File: config.mk
export PLATFORM = sky130hd
export DESIGN_NAME = sequenciador_notas_flat
export DESIGN_NICKNAME = d
export VERILOG_FILES = /design/src/rtl/sinfonia_pkg.sv /design/src/rtl/sequenciador_notas_if.sv /design/src/rtl/temporizador_nota.sv /design/src/rtl/sequenciador_notas.sv /design/src/flat_wrapper.sv
export SDC_FILE = /design/constraint.sdc
export NUM_CORES = 1
export LEC_CHECK = 0
export BUFFER_PORTS_ARGS = -buffer_cell sky130_fd_sc_hd__buf_2
export CORE_UTILIZATION = 64
export DETAILED_ROUTE_END_ITERATION = 8
export HOLD_SLACK_MARGIN = 0.02
export PLACE_DENSITY_LB_ADDON = 0.3
export SYNTH_ARGS = -nofsm -noshare
export SYNTH_HDL_FRONTEND = slang
export SYNTH_SLANG_ARGS = --single-unit
File: constraint.sdc
create_clock -name clock -period 5.45 [get_ports clock]
set_clock_uncertainty 0.2 [all_clocks]
set_input_delay 1.09 -clock clock [delete_from_list [all_inputs] [get_ports clock]]
set_output_delay 1.09 -clock clock [all_outputs]
set_load 0.05 [all_outputs]
File: src/rtl/sinfonia_pkg.sv
// Shared types and sizes for the note sequencer.
// Holds the FSM state encoding and note/address widths.
package sinfonia_pkg;

  localparam int NOTE_W = 7;
  localparam int ADDR_W = 4;
  localparam int CNT_W  = 32;

  typedef enum logic [2:0] {
    OCIOSO   = 3'd0,
    ENDERECA = 3'd1,
    LE       = 3'd2,
    TOCA     = 3'd3,
    PAUSA    = 3'd4,
    PROXIMO  = 3'd5,
    FIM      = 3'd6
  } estado_t;

  function automatic logic nota_valida(
    input logic [NOTE_W-1:0] n
  );
    return $onehot(n);
  endfunction

  // Bit i of a one-hot note maps to code i+1; invalid notes map to silence.
  function automatic logic [2:0] nota_codigo(
    input logic [NOTE_W-1:0] n
  );
    logic [2:0] c;
    c = '0;
    if (nota_valida(n)) begin
      for (int i = 0; i < NOTE_W; i++) begin
        if (n[i]) c = 3'(i + 1);
      end
    end
    return c;
  endfunction

endpackage

File: src/rtl/sequenciador_notas_if.sv
// Control, melody-memory and output bundle of the sequencer.
// The sequencer is the slave; the environment is the master.
interface sequenciador_notas_if;
  import sinfonia_pkg::*;

  logic              iniciar;
  logic              abortar;
  logic [ADDR_W-1:0] limite;
  logic [ADDR_W-1:0] mem_endereco;
  logic [NOTE_W-1:0] mem_dado;
  logic [2:0]        arduino_out;
  logic [NOTE_W-1:0] leds;
  logic              tocando;
  logic              pronto;
  logic              erro_nota;
  logic [2:0]        db_estado;

  modport master (
    output iniciar, abortar, limite, mem_dado,
    input  mem_endereco, arduino_out, leds,
    input  tocando, pronto, erro_nota, db_estado
  );

  modport slave (
    input  iniciar, abortar, limite, mem_dado,
    output mem_endereco, arduino_out, leds,
    output tocando, pronto, erro_nota, db_estado
  );

endinterface

File: src/rtl/temporizador_nota.sv
// Loadable down-counter timing the note and gap phases.
// fim is high while the count sits at zero.
module temporizador_nota
  import sinfonia_pkg::*;
(
  input  logic             clock,
  input  logic             reset,
  input  logic             carregar,
  input  logic             habilita,
  input  logic [CNT_W-1:0] valor,
  output logic             fim
);

  logic [CNT_W-1:0] cnt_q;
  logic [CNT_W-1:0] cnt_d;

  always_comb begin
    cnt_d = cnt_q;
    if (carregar) begin
      cnt_d = valor;
    end else if (habilita && cnt_q != '0) begin
      cnt_d = cnt_q - 1'b1;
    end
  end

  always_ff @(posedge clock or negedge reset) begin
    if (!reset) cnt_q <= '0;
    else        cnt_q <= cnt_d;
  end

  assign fim = (cnt_q == '0);

endmodule

File: src/rtl/sequenciador_notas.sv
// Plays notes 0..limite from a melody memory, each note
// followed by a silent gap, then pulses pronto.
module sequenciador_notas
  import sinfonia_pkg::*;
#(
  parameter int NOTE_CYCLES = 25000000,
  parameter int GAP_CYCLES  = 5000000
) (
  input  logic clock,
  input  logic reset,
  sequenciador_notas_if.slave bus
);

  localparam logic [CNT_W-1:0] NOTE_LOAD =
    CNT_W'(NOTE_CYCLES - 1);
  localparam logic [CNT_W-1:0] GAP_LOAD =
    CNT_W'(GAP_CYCLES - 1);

  estado_t           estado_q, estado_d;
  logic [ADDR_W-1:0] end_q, end_d;
  logic [ADDR_W-1:0] lim_q, lim_d;
  logic [NOTE_W-1:0] nota_q, nota_d;
  logic              erro_q, erro_d;

  logic             carregar;
  logic             habilita;
  logic [CNT_W-1:0] valor;
  logic             fim_tempo;

  temporizador_nota u_tempo (
    .clock    (clock),
    .reset    (reset),
    .carregar (carregar),
    .habilita (habilita),
    .valor    (valor),
    .fim      (fim_tempo)
  );

  always_comb begin
    estado_d = estado_q;
    end_d    = end_q;
    lim_d    = lim_q;
    nota_d   = nota_q;
    erro_d   = erro_q;
    carregar = 1'b0;
    habilita = 1'b0;
    valor    = '0;
    // Abort wins over everything once a sequence is running.
    if (estado_q != OCIOSO && bus.abortar) begin
      estado_d = OCIOSO;
    end else begin
      unique case (estado_q)
        OCIOSO: begin
          if (bus.iniciar && !bus.abortar) begin
            estado_d = ENDERECA;
            lim_d    = bus.limite;
            end_d    = '0;
            erro_d   = 1'b0;
          end
        end
        ENDERECA: estado_d = LE;
        LE: begin
          estado_d = TOCA;
          nota_d   = bus.mem_dado;
          carregar = 1'b1;
          valor    = NOTE_LOAD;
          if (!nota_valida(bus.mem_dado)) erro_d = 1'b1;
        end
        TOCA: begin
          habilita = 1'b1;
          if (fim_tempo) begin
            estado_d = PAUSA;
            carregar = 1'b1;
            valor    = GAP_LOAD;
          end
        end
        PAUSA: begin
          habilita = 1'b1;
          if (fim_tempo) estado_d = PROXIMO;
        end
        PROXIMO: begin
          if (end_q == lim_q) begin
            estado_d = FIM;
          end else begin
            estado_d = ENDERECA;
            end_d    = end_q + 1'b1;
          end
        end
        FIM:     estado_d = OCIOSO;
        default: estado_d = OCIOSO;
      endcase
    end
  end

  always_ff @(posedge clock or negedge reset) begin
    if (!reset) begin
      estado_q <= OCIOSO;
      end_q    <= '0;
      lim_q    <= '0;
      nota_q   <= '0;
      erro_q   <= 1'b0;
    end else begin
      estado_q <= estado_d;
      end_q    <= end_d;
      lim_q    <= lim_d;
      nota_q   <= nota_d;
      erro_q   <= erro_d;
    end
  end

  logic soando;
  assign soando = (estado_q == TOCA) && nota_valida(nota_q);

  assign bus.mem_endereco = end_q;
  assign bus.arduino_out  = soando ? nota_codigo(nota_q) : 3'd0;
  assign bus.leds         = soando ? nota_q : '0;
  assign bus.tocando      = (estado_q != OCIOSO);
  assign bus.pronto       = (estado_q == FIM);
  assign bus.erro_nota    = erro_q;
  assign bus.db_estado    = estado_q;

endmodule

File: src/flat_wrapper.sv
// flat-port wrapper written by rule: the top's interface ports become plain ports
module sequenciador_notas_flat import sinfonia_pkg::*;
#(
  parameter int NOTE_CYCLES = 25000000,
  parameter int GAP_CYCLES  = 5000000
)
  (clock, reset, bus_iniciar, bus_abortar, bus_limite, bus_mem_dado, bus_mem_endereco, bus_arduino_out, bus_leds, bus_tocando, bus_pronto, bus_erro_nota, bus_db_estado);
  sequenciador_notas_if bus_i ();
  input  logic clock;
  input  logic reset;
  input wire logic [$bits(bus_i.iniciar)-1:0] bus_iniciar;
  input wire logic [$bits(bus_i.abortar)-1:0] bus_abortar;
  input wire logic [$bits(bus_i.limite)-1:0] bus_limite;
  input wire logic [$bits(bus_i.mem_dado)-1:0] bus_mem_dado;
  output wire logic [$bits(bus_i.mem_endereco)-1:0] bus_mem_endereco;
  output wire logic [$bits(bus_i.arduino_out)-1:0] bus_arduino_out;
  output wire logic [$bits(bus_i.leds)-1:0] bus_leds;
  output wire logic [$bits(bus_i.tocando)-1:0] bus_tocando;
  output wire logic [$bits(bus_i.pronto)-1:0] bus_pronto;
  output wire logic [$bits(bus_i.erro_nota)-1:0] bus_erro_nota;
  output wire logic [$bits(bus_i.db_estado)-1:0] bus_db_estado;
  assign bus_i.iniciar = bus_iniciar;
  assign bus_i.abortar = bus_abortar;
  assign bus_i.limite = bus_limite;
  assign bus_i.mem_dado = bus_mem_dado;
  assign bus_mem_endereco = bus_i.mem_endereco;
  assign bus_arduino_out = bus_i.arduino_out;
  assign bus_leds = bus_i.leds;
  assign bus_tocando = bus_i.tocando;
  assign bus_pronto = bus_i.pronto;
  assign bus_erro_nota = bus_i.erro_nota;
  assign bus_db_estado = bus_i.db_estado;
  sequenciador_notas #(.NOTE_CYCLES(NOTE_CYCLES), .GAP_CYCLES(GAP_CYCLES)) u_core (.clock(clock), .reset(reset), .bus(bus_i));
endmodule
==> flow_summary_export.csv <==
group,metric,value,unit
timing,final-setup-viol-count,0,
drt,met2WireLength,3500,µm
placement,detailed_place_hpwl,5100,µm
timing,maxSlewHeadroom,0.309,
power_and_ir_drop,ir_drop,0.253,mV
timing,tightest_slew,1.03,ns
clocking,clkSinkCount,51,
setup_path,path_class,"register to output port",
drt,drcViolationCount,0,
timing,fmax,218,MHz
min_path,worstHoldStart,"u_core.bus.erro_nota",
drt,drt_iter0_markers,200,
layout,final_nets,418,
clocking,numCtsBuffers,5,
setup_path,start_kind,"register",
clocking,clkSlewWorstSetupHoldPaths,0.08,ns
layout,final_cell_mix,"dfrtp_1 (51), buf_2 (34), nand2_1 (32), nor2_1 (27), inv_1 (22)",
floorplan,die-height,73.6,µm
global_routing,grt_usage,0.290,
placement,place_area,3470,µm²
logic_synthesis,synth_area_per_cell,9.12,µm²
global_routing,grt_pass1_wl,11900,µm
floorplan,start_util,0.682,
layout,n_antenna_cell,0,
power_and_ir_drop,powerDensity,373,nW/µm²
power_and_ir_drop,finalPower,1.32,mW
drt,drt-met1-wl,3060,µm
setup_path,cp.required,4.16,ns
layout,drive_above_1_share,0.145,
placement,post-place-cells,446,
logic_synthesis,synthArstFlopShare,1.00,
global_routing,antenna_found_initial,0,
logic_synthesis,syn_inst,360,
timing,hold_viol,0,
timing,layout_min_cycle_time,4.59,ns
global_routing,grt_max_degree,52,
logic_synthesis,synth_nets,392,
setup_path,cp.arrival,3.30,ns
placement,gp_congestion,0.823,
floorplan,fp.dieW,73.6,µm
logic_synthesis,yosysSeqAreaShare,0.389,
clocking,insertion_delay,0.30,ns
job,maxCapViolations,0,
min_path,holdPathStages,2,
logic_synthesis,synth.distinct_cells,62,
clocking,h-tree-depth,2,
run_status,outcome,"completed",
placement,portBuffers,34,
global_routing,grt_pass1_vias,2597,
drt,vias_per_cell,6.13,
drt,dr.pass1.iters,4,
timing,tns,0,ns
setup_path,r2r_slack,1.76,ns
layout,layout_commonest_cell,"dfrtp_1",
layout,finish.utilization,0.735,
clocking,clockBufferDepth,2,
timing,slew_violations,0,
layout,final_cell_area,3540,µm²
min_path,holdCritPathClass,"register to register",
drt,postRouteAntennaNets,0,
drt,drt-wirelength-per-cell,15.2,µm
floorplan,core,4820,µm²
clocking,clockRootBuffer,"clkbuf_8",
clocking,ctsResizeCount,0,
logic_synthesis,synth_edf_count,0,
setup_path,r2r_start,"u_core.u_tempo.cnt_q[0]",
floorplan,dieArea,5420,µm²
clocking,cts_hold_buffers,0,
logic_synthesis,ys_seq_elements,51,
layout,final-instance-count-excl-fill,452,
layout,syn_to_final_growth,7.89,%
setup_path,path_max_fanout,10,
clocking,cts_tree,"done",
timing,fin_crit_sh,0.843,
power_and_ir_drop,p_leak,1.55,nW
logic_synthesis,yosysWarnings,0,
min_path,holdPathEnd,"u_core.bus.erro_nota",
drt,dr.max_layer_used,"met4",
logic_synthesis,synth-main-ff-cell,"dfrtp_1",
logic_synthesis,netlist_area,3280,µm²
timing,grt_setup_unrepaired,"false",
setup_path,reg2reg_depth,8,
drt,vias,2770,
setup_path,rr_endpoint,"u_core.bus.db_estado[1]",
clocking,postCtsSetupRepairBufs,0,
drt,wl_met3,278,µm
global_routing,grt_overflow,0,
setup_path,crit_path_end_kind,"output port",
drt,routed_wl,6890,µm
floorplan,fp-row-count,25,
floorplan,pin_count,35,
routing by layer:
metal	GRT usage	vias up
met5	0	-
met4	0.0833	0
met3	0.0439	6
met2	0.498	55
met1	0.382	1334
li1	-	1375
layout make-up:
| class | instances | area, µm² |
|---|---|---|
| Fill cell | 412 | 1270 |
| Clock buffer | 6 | 72.6 |
| Multi-Input combinational cell | 269 | 1830 |
| Tap cell | 67 | 83.8 |
| Sequential cell | 51 | 1280 |
| Timing Repair Buffer | 37 | 193 |
| Inverter | 22 | 82.6 |
Yosys cell counts, types with 3 or more instances:
cell / n / share of area
nand2b_1: 3 / 0.0057
fa_1: 6 / 0.037
o31ai_1: 11 / 0.025
o31a_1: 4 / 0.011
and4_1: 3 / 0.0080
nand4_1: 5 / 0.0095
and2_1: 9 / 0.017
nor2_1: 27 / 0.031
a31oi_1: 4 / 0.0076
or3_1: 10 / 0.019
inv_1: 22 / 0.025
xnor2_1: 6 / 0.016
or4_1: 17 / 0.039
o41ai_1: 3 / 0.0080
o21ai_0: 5 / 0.0076
mux2_2: 5 / 0.017
and3_1: 4 / 0.0076
nand3b_1: 4 / 0.0091
clkbuf_1: 9 / 0.010
ha_1: 11 / 0.042
nor3_1: 8 / 0.012
a21oi_1: 20 / 0.030
nand2_1: 32 / 0.037
o21ai_1: 14 / 0.021
buf_2: 6 / 0.0091
dfrtp_1: 51 / 0.39
nor4_1: 5 / 0.0095
nand3_1: 11 / 0.017
critical path: stages, from the launching register on:
cell      delay (ns)
dfrtp_1         0.43
ha_1            0.30
inv_1           0.05
fa_1            0.50
inv_1           0.04
ha_1            0.20
fa_1            0.38
xnor2_1         0.14
nor4b_1         0.29
buf_4           0.20
a21boi_0        0.19
buf_2           0.29
logic make-up (layout without fill, tap and decap cells):
group	count (synthesis)	count (layout)	share of synthesized area
xor gates and xnor gates	8	8	0.0213
muxes	6	6	0.0202
adders and majority gates	17	17	0.0785
buffers and inverters	40	65	0.0526
DFF	51	51	0.389
AOI/OAI and AO/OA	85	85	0.179
and+or+nand+nor	153	153	0.260
flip-flops by register name, indices dropped and copies added (netlist names):
| register | count |
|---|---|
| u_core.bus.erro_nota | 1 |
| u_core.lim_q | 4 |
| u_core.u_tempo.cnt_q | 32 |
| u_core.bus.mem_endereco | 4 |
| u_core.bus.db_estado | 3 |
| u_core.nota_q | 7 |
worst max path at each step:
stage                           startpoint            endpoint  slack (ns)  cells past startpoint
after floorplan           u_core.nota_q[4]  bus_arduino_out[1]        0.32                      9
after global placement    u_core.nota_q[4]  bus_arduino_out[1]        1.31                     11
after detailed placement  u_core.nota_q[4]  bus_arduino_out[1]        1.17                     11
after CTS                 u_core.nota_q[4]  bus_arduino_out[1]        0.84                     11
after global routing      u_core.nota_q[4]  bus_arduino_out[1]        0.63                     11
final                     u_core.nota_q[4]  bus_arduino_out[1]        0.86                     11
metrics by stage:
| stage | setup slack [ns] | hold WS [ns] |
|---|---|---|
| final | 0.857 | 0.301 |
| after floorplan | 0.321 | 0.291 |
| after detailed placement | 1.17 | 0.285 |
| after global placement | 1.31 | 0.268 |
| after CTS | 0.845 | 0.303 |
| after global routing | 0.626 | 0.325 |
where the power goes:
| group | internal, mW | switching, mW |
|---|---|---|
| logic | 0.218 | 0.302 |
| registers | 0.482 | 0.120 |
| clock network | 0.0859 | 0.115 |
| total | 0.786 | 0.536 |
No activity file was read; power rests on OpenSTA's default activity.
